<file path="src/rtl/prescaled_counter_pkg.sv">
// Shared defaults, direction encoding and width helper for the prescaled counter.
package counter_pkg;

    localparam int DEF_WIDTH    = 4;
    localparam int DEF_MODULUS  = 16;
    localparam int DEF_PRESCALE = 50_000_000;

    typedef enum logic {
        DIR_DOWN = 1'b0,
        DIR_UP   = 1'b1
    } dir_e;

    // Bits needed to hold 0..n-1, never less than one.
    function automatic int cnt_width(input int n);
        return (n > 1) ? $clog2(n) : 1;
    endfunction

endpackage

</file>
<file path="src/rtl/prescaled_counter_if.sv">
// Control/status bundle of the prescaled counter; master drives controls, slave returns count.
interface prescaled_counter_if
    import counter_pkg::*;
#(
    parameter int WIDTH = DEF_WIDTH
);

    logic             en;
    logic             dir;
    logic             set;
    logic             clr;
    logic [WIDTH-1:0] init;
    logic [WIDTH-1:0] count;
    logic             tick;
    logic             wrap;

    modport master (
        output en, dir, set, clr, init,
        input  count, tick, wrap
    );

    modport slave (
        input  en, dir, set, clr, init,
        output count, tick, wrap
    );

endinterface

</file>
<file path="src/rtl/prescaled_counter_tick_gen.sv">
// Prescaler: counts 0..PRESCALE-1 while enabled and flags the expiry edge.
module tick_gen
    import counter_pkg::*;
#(
    parameter int PRESCALE = DEF_PRESCALE
) (
    input  logic clk,
    input  logic reset,
    input  logic en,
    input  logic restart,
    output logic expire
);

    localparam int            PW   = cnt_width(PRESCALE);
    localparam logic [PW-1:0] LAST = PW'(PRESCALE - 1);
    localparam logic [PW-1:0] ONE  = PW'(1);

    if (PRESCALE < 1) begin : g_bad_prescale
        $fatal(1, "tick_gen: PRESCALE must be >= 1");
    end

    logic [PW-1:0] cnt_q, cnt_d;

    assign expire = en && (cnt_q == LAST);

    always_comb begin
        cnt_d = cnt_q;
        if (restart || expire) begin
            cnt_d = '0;
        end else if (en) begin
            cnt_d = cnt_q + ONE;
        end
    end

    always_ff @(posedge clk or negedge reset) begin
        if (!reset) begin
            cnt_q <= '0;
        end else begin
            cnt_q <= cnt_d;
        end
    end

endmodule

</file>
<file path="src/rtl/prescaled_counter.sv">
// Modulo-MODULUS up/down counter stepping once per PRESCALE enabled clocks,
// with synchronous clear/load and registered tick/wrap pulses.
module prescaled_counter
    import counter_pkg::*;
#(
    parameter int WIDTH    = DEF_WIDTH,
    parameter int MODULUS  = DEF_MODULUS,
    parameter int PRESCALE = DEF_PRESCALE
) (
    input  logic                clk,
    input  logic                reset,
    prescaled_counter_if.slave  bus
);

    localparam logic [WIDTH-1:0] MAX = WIDTH'(MODULUS - 1);
    localparam logic [WIDTH-1:0] ONE = WIDTH'(1);

    if (WIDTH < 1 || WIDTH > 30 || MODULUS < 2 || MODULUS > (2 ** WIDTH)) begin : g_bad_modulus
        $fatal(1, "prescaled_counter: MODULUS must lie in 2..2**WIDTH");
    end
    if (PRESCALE < 1) begin : g_bad_prescale
        $fatal(1, "prescaled_counter: PRESCALE must be >= 1");
    end

    logic             expire;
    logic             restart;
    logic [WIDTH-1:0] count_q, count_d;
    logic             tick_q, tick_d;
    logic             wrap_q, wrap_d;

    // Clear/load restart the prescaler; their priority below also drops any coincident step.
    assign restart = bus.clr || bus.set;

    tick_gen #(
        .PRESCALE (PRESCALE)
    ) u_tick_gen (
        .clk     (clk),
        .reset   (reset),
        .en      (bus.en),
        .restart (restart),
        .expire  (expire)
    );

    always_comb begin
        count_d = count_q;
        tick_d  = 1'b0;
        wrap_d  = 1'b0;
        if (bus.clr) begin
            count_d = '0;
        end else if (bus.set) begin
            count_d = (bus.init > MAX) ? MAX : bus.init;
        end else if (expire) begin
            tick_d = 1'b1;
            if (bus.dir == DIR_UP) begin
                wrap_d  = (count_q == MAX);
                count_d = (count_q == MAX) ? '0 : count_q + ONE;
            end else begin
                wrap_d  = (count_q == '0);
                count_d = (count_q == '0) ? MAX : count_q - ONE;
            end
        end
    end

    always_ff @(posedge clk or negedge reset) begin
        if (!reset) begin
            count_q <= '0;
            tick_q  <= 1'b0;
            wrap_q  <= 1'b0;
        end else begin
            count_q <= count_d;
            tick_q  <= tick_d;
            wrap_q  <= wrap_d;
        end
    end

    assign bus.count = count_q;
    assign bus.tick  = tick_q;
    assign bus.wrap  = wrap_q;

endmodule

</file>
<file path="src/flat_wrapper.sv">
// flat-port wrapper written by rule: the top's interface ports become plain ports
module prescaled_counter_flat import counter_pkg::*;
#(
    parameter int WIDTH    = DEF_WIDTH,
    parameter int MODULUS  = DEF_MODULUS,
    parameter int PRESCALE = DEF_PRESCALE
)
  (clk, reset, bus_en, bus_dir, bus_set, bus_clr, bus_init, bus_count, bus_tick, bus_wrap);
  prescaled_counter_if #(.WIDTH(WIDTH)) bus_i ();
  input  logic clk;
  input  logic reset;
  input wire logic [$bits(bus_i.en)-1:0] bus_en;
  input wire logic [$bits(bus_i.dir)-1:0] bus_dir;
  input wire logic [$bits(bus_i.set)-1:0] bus_set;
  input wire logic [$bits(bus_i.clr)-1:0] bus_clr;
  input wire logic [$bits(bus_i.init)-1:0] bus_init;
  output wire logic [$bits(bus_i.count)-1:0] bus_count;
  output wire logic [$bits(bus_i.tick)-1:0] bus_tick;
  output wire logic [$bits(bus_i.wrap)-1:0] bus_wrap;
  assign bus_i.en = bus_en;
  assign bus_i.dir = bus_dir;
  assign bus_i.set = bus_set;
  assign bus_i.clr = bus_clr;
  assign bus_i.init = bus_init;
  assign bus_count = bus_i.count;
  assign bus_tick = bus_i.tick;
  assign bus_wrap = bus_i.wrap;
  prescaled_counter #(.WIDTH(WIDTH), .MODULUS(MODULUS), .PRESCALE(PRESCALE)) u_core (.clk(clk), .reset(reset), .bus(bus_i));
endmodule
</file>
<file path="config.mk">
export PLATFORM = sky130hd
export DESIGN_NAME = prescaled_counter_flat
export DESIGN_NICKNAME = d
export VERILOG_FILES = /design/src/rtl/prescaled_counter_pkg.sv /design/src/rtl/prescaled_counter_if.sv /design/src/rtl/prescaled_counter_tick_gen.sv /design/src/rtl/prescaled_counter.sv /design/src/flat_wrapper.sv
export SDC_FILE = /design/constraint.sdc
export NUM_CORES = 1
export LEC_CHECK = 0
export ABC_AREA = 0
export ABC_CLOCK_PERIOD_IN_PS = 2200
export CAP_MARGIN = 40
export CORE_ASPECT_RATIO = 1.4
export CORE_MARGIN = 5
export CORE_UTILIZATION = 57
export DETAILED_ROUTE_END_ITERATION = 10
export PLACE_DENSITY = 0.86
export RECOVER_POWER = 25
export SETUP_SLACK_MARGIN = 0.02
export SKIP_LAST_GASP = 1
export SYNTH_ARGS = -nofsm -noshare
export SYNTH_HDL_FRONTEND = slang
export SYNTH_SLANG_ARGS = --single-unit
</file>
<file path="constraint.sdc">
create_clock -name clk -period 2.2 [get_ports clk]
set_clock_uncertainty 0.1 [all_clocks]
set_input_delay 0.33 -clock clk [delete_from_list [all_inputs] [get_ports clk]]
set_output_delay 0.33 -clock clk [all_outputs]
set_load 0.01 [all_outputs]
</file>
# Word level (Yosys, flattened, before mapping)

Index checks and enable logic that the tools add are counted.

Bits in latches: 0
Input bits: 10
Bits in read-only memories: 0
Flip-flop bits (word level): 32
Bits in writable memories: 0
Word-level logic and storage cells: 32
Memories kept: 0

Bitwise operators: 0
Shifts and indexed selects: 0
Reduce and logical (&&, ||, !) cells: 6
Add/subtract/negate cells: 3
Mux-type cells: 16
Multiply operators: 0
Divide/modulo/power cells: 0
Eq/ne operators: 2
Magnitude comparators: 1

Operators with widths:

| kind                                                 | count |
|---|---|
| 2-to-1 mux 26 bit                                    | 2 |
| 2-to-1 mux 4 bit                                     | 7 |
| adder 26 x 1 -> 26 bit, second input constant        | 1 |
| == test 26 bit, second input constant                | 1 |
| 2-to-1 mux 1 bit                                     | 7 |
| adder 4 x 1 -> 4 bit, second input constant          | 1 |
| == test 4 bit, second input constant                 | 1 |
| greater-than comparator 4 bit, second input constant | 1 |
| zero test 4 bit                                      | 1 |
| subtractor 4 x 1 -> 4 bit, second input constant     | 1 |
| nonzero test 3 bit                                   | 1 |
| logical OR 1 bit                                     | 2 |
| nonzero test 2 bit                                   | 1 |
| logical AND 1 bit                                    | 1 |

# Logic depth before layout (Yosys ltp)

Depth in word-level cells: 6
Gate-level depth with buffers: 8
Gate-level depth less buffers: 7

# Modules after synthesis

Synthesis repeated with hierarchy kept, for this count alone.

Cell total of the unflattened synthesis: 197
Area total of the unflattened synthesis: 1858.0 µm²

Modules (own cells, without submodules):

| module            | area each (µm²) | times used | cells an instance |
|---|---|---|---|
| tick_gen          | 1416.4          | 1          | 149 |
| prescaled_counter | 441.7           | 1          | 48 |

# Least setup slack after synthesis

No wires, ideal clock.

Path type: flip-flop to flip-flop
Start point: reg u_core.count_q[0] (netlist: u_core.bus.count[0])
End point: reg u_core.count_q[3] (netlist: u_core.bus.count[3])
Cell stages (with the launch flop): 8
Arrival time: 1.600 ns
Library setup time: 0.121 ns
Slack: 0.379 ns
Path buffers: 0
Cells stage by stage: dfrtp_1 > inv_1 > ha_1 > o21ba_2 > o21bai_1 > a22o_1 > mux2_2 > o2bb2ai_1

Word-level cells in the longest chain between the ends: 6
Elaborated cells between the ends (all ways): 10
Classes of those cells: 2 x add/sub; 1 x eq/ne; 6 x mux; 1 x reduce/logical

RTL lines:

| element                                           | RTL line                                         | text |
|---|---|---|
| from (decl)                                       | prescaled_counter.sv:27                          | `logic [WIDTH-1:0] count_q, count_d;` |
| from (signal assigned)                            | prescaled_counter.sv:70                          | `count_q <= count_d;` |
| subtractor 4 x 1 -> 4 bit (tied with other cells) | prescaled_counter.sv:59                          | `count_d = (count_q == '0) ? MAX : count_q - ONE;` |
| 2-to-1 mux 4 bit (on tied branches)               | prescaled_counter.sv:59, prescaled_counter.sv:56 |  |
| 2-to-1 mux 4 bit (*)                              | prescaled_counter.sv:54                          | `if (bus.dir == DIR_UP) begin` |
| 2-to-1 mux 4 bit (*)                              | prescaled_counter.sv:52                          | `end else if (expire) begin` |
| 2-to-1 mux 4 bit (*)                              | prescaled_counter.sv:50                          | `end else if (bus.set) begin` |
| 2-to-1 mux 4 bit (*)                              | prescaled_counter.sv:48                          | `if (bus.clr) begin` |

Every way passes the cells marked *; elsewhere a longest branch is shown, timed or not. The select of a mux whose other input is x is not followed.
A chain may end at the register's enable or synchronous reset.

# Final worst setup path

Start point: in bus_en
End point: reg u_core.count_q[2] (netlist: u_core.bus.count[2])

Word-level cells in the longest chain between the ends: 2

RTL lines:

| element                             | RTL line                         | text |
|---|---|---|
| from (decl)                         | flat_wrapper.sv:12               | `input wire logic [$bits(bus_i.en)-1:0] bus_en;` |
| logical AND 1 bit                   | prescaled_counter_tick_gen.sv:24 | `assign expire = en && (cnt_q == LAST);` |
| nonzero test 3 bit (no source line) | n/a                              |  |

No other way between the ends.

==> reports/results.tsv <==
metric	value	unit
status	complete, no violations	
cell area after synthesis	1820	sq um
Final #Nets	219	
Initial DRC Count	70	
Buf/Inv on CP	2	
clk sinks	32	
CP Class	input port to register	
crit-path max FO	7	
setup violators final	0	
core area	3090	sq um
total gr overflow	0	
most common cell in the netlist	nor2_1	
setup bufs post-CTS	0	
largest net degree at the start of global routing	33	
Multi-input gate area	951	sq um
die area	4440	sq um
post-synthesis sequential area ratio	0.440	
first drt pass iteration count	4	
via count	1471	
syn_nets	200	
max-cap viol count	0	
CTS tree	yes	
n_diodes	0	
Main synth FF type	dfrtp_1	
Reg area	801	sq um
Rows	24	
Via density	5.98	
Placed Cells	238	
CP top delay family	buffers and inverters	
Cell Pwr Density	555	nW/um^2
fill cell count	226	
Post-synth EDFFs	0	
CP Launch Type	input port	
list of most frequent post-synthesis cells	nor2_1, dfrtp_1, xnor2_1	
cell taking the most area after synthesis	dfrtp_1	
Slowest-stage cell, CP	clkdlybuf4s50_1	
vias in the first global route	1513	
IO Port Bufs	15	
Worst VDD drop	0.454	mV
DR WL/cell	16.0	um
hpwl dp	2840	um
post-CTS resize count	0	
DRC	0	
Placer Congestion	0.901	
Die Ht	76.9	um
Area contributors post-synth	dfrtp_1, nor2_1, xnor2_1	
global-route wire length before repair	6670	um
Final Hold Viols	0	
fmax	0.496	GHz
Post-Syn Area per Cell	9.74	sq um
slew margin rel.	0.491	
fin worst setup slack	0.185	ns
Worst-Margin Slew	0.763	ns
crit end category	register	
final std cells w/o fill	246	
minimum clock period	2.02	ns
register bit total from synthesis	32	
YS warnings	0	
post-place setup slack	-0.132	ns
data arrival time of the critical path	2.08	ns
asr flop ratio synth	1.00	
hold_buf cts	0	
Largest stage delay, worst path	0.62	ns
post-synth top area share	0.440	
RSZ-0062 raised after global routing	false	
Ports	16	
clk_lat worst skew	0.29	ns
post-route ant nets	0	
initial core utilization	0.589	
area grow syn2layout	15.5	%
Crit path required time	2.27	ns
Gate Count Post-Synth	187	
final wirelength	3940	um
global-route usage over all layers	0.197	
DIE WIDTH	57.8	um
Cell Chain, Critical Path	clkdlybuf4s50_1, and4_1, nand3_2, buf_4, nor4_2, xnor2_1, a21oi_1	
fin crit share	0.916	
Max Slew Vio Count	0	
layout cells sized above 1	0.0966	
total leakage power	0.855	nW
Max Root-Sink Buffers	2	
Clock Pin Slew Worst Setup and Hold Paths	0.06	ns
root buffer cell	clkbuf_8	
H-tree depth	2	
min-delay worst type	register to register	
CTS buffer count	5	
initial antenna violation count	0	
library cells used by synthesis	39	
-- metrics by stage --
stage               setup TNS [ns]   util  power [mW]  instance area [sq um]  hold WS [ns]
floorplan                        0      -       0.668                   1820       -0.0656
global placement           -0.0136  0.652       0.713                   2020         0.418
detailed placement           -1.96  0.652       0.721                   2020         0.441
CTS                              0  0.681        1.18                   2110         0.358
global route                     0  0.680        1.22                   2100         0.471
finish                           0  0.680        1.17                   2100         0.452
-- layout by cell type (no fill, tap or decap), types with 2 or more instances in the layout --
master            n
nor2_1           35
dfrtp_1          32
xnor2_1          15
clkdlybuf4s50_1  14
nand3_1          12
xor2_1           12
nand4_1          10
nand2_1           9
clkbuf_8          6
and3_1            5
inv_1             4
and4_1            4
a21oi_1           4
mux2i_1           4
o21bai_1          4
nor4_2            4
nor3_1            3
ha_1              3
buf_4             3
clkbuf_1          2
-- area by class of cell --
cell class	instances	area share
Inverter	4	0.00714
Tap cell	39	0.0232
Multi-Input combinational cell	143	0.452
Clock buffer	8	0.0428
Timing Repair Buffer	20	0.0940
Sequential cell	32	0.381
-- flip-flops by register name, indices dropped and copies added, names as in the netlist --
signal / flops
u_core.bus.tick: 1
u_core.u_tick_gen.cnt_q: 26
u_core.bus.count: 4
u_core.bus.wrap: 1
-- tightest hold or removal path: cells and delay by family (launching register included) --
kind / cells / cell delay [ns]
XOR/XNOR: 1 / 0.12
flip-flops: 1 / 0.36
AND/OR/NAND/NOR: 1 / 0.04
-- metal layers --
| layer | wire length (um) | track usage | part of all wire | vias up |
|---|---|---|---|---|
| met1 | 1480 | 0.194 | 0.38 | 721 |
| met2 | 2110 | 0.353 | 0.54 | 48 |
| met3 | 220 | 0.0605 | 0.056 | 14 |
| met4 | 127 | 0.107 | 0.032 | 0 |
| li1 | - | - | - | 688 |
| met5 | 0 | 0 | 0 | - |
-- worst paths after layout --
| check | from | endpoint | slack (ns) | cells after the start |
|---|---|---|---|---|
| hold reg to reg | u_core.u_tick_gen.cnt_q[25]$_DFFE_PN0P_ | u_core.u_tick_gen.cnt_q[25]$_DFFE_PN0P_ | 0.45 | 2 |
| hold / removal | u_core.u_tick_gen.cnt_q[25]$_DFFE_PN0P_ | u_core.u_tick_gen.cnt_q[25]$_DFFE_PN0P_ | 0.45 | 2 |
| setup / recovery | bus_en | u_core.bus.count[2]$_DFFE_PN0N_ | 0.18 | 7 |
| setup reg to reg | u_core.bus.count[0]$_DFFE_PN0N_ | u_core.bus.count[3]$_DFFE_PN0N_ | 0.21 | 7 |
| min in group asynchronous | reset | u_core.u_tick_gen.cnt_q[19]$_DFFE_PN0P_ | 0.55 | 2 |
| max in group asynchronous | reset | u_core.bus.count[0]$_DFFE_PN0N_ | 0.97 | 2 |
-- kinds of logic (layout without fill, tap and decap cells) --
group,after synthesis,in the layout,share of synthesized area
flip-flops,32,32,0.440
buffers and inverters,12,32,0.0385
multiplexers,5,5,0.0282
adder cells (fa/ha/maj),3,3,0.0206
AO/OA/AOI/OAI,14,14,0.0543
XOR/XNOR,27,27,0.130
AND/OR/NAND/NOR,94,94,0.289
-- power breakdown --
part           switching, mW  internal [mW]  leakage (nW)  total (mW)
Combinational         0.0534         0.0493         0.367       0.103
Sequential            0.0125          0.594         0.443       0.607
Clock                  0.204          0.255        0.0455       0.458
Note: power is estimated with default switching activity, not from simulation.
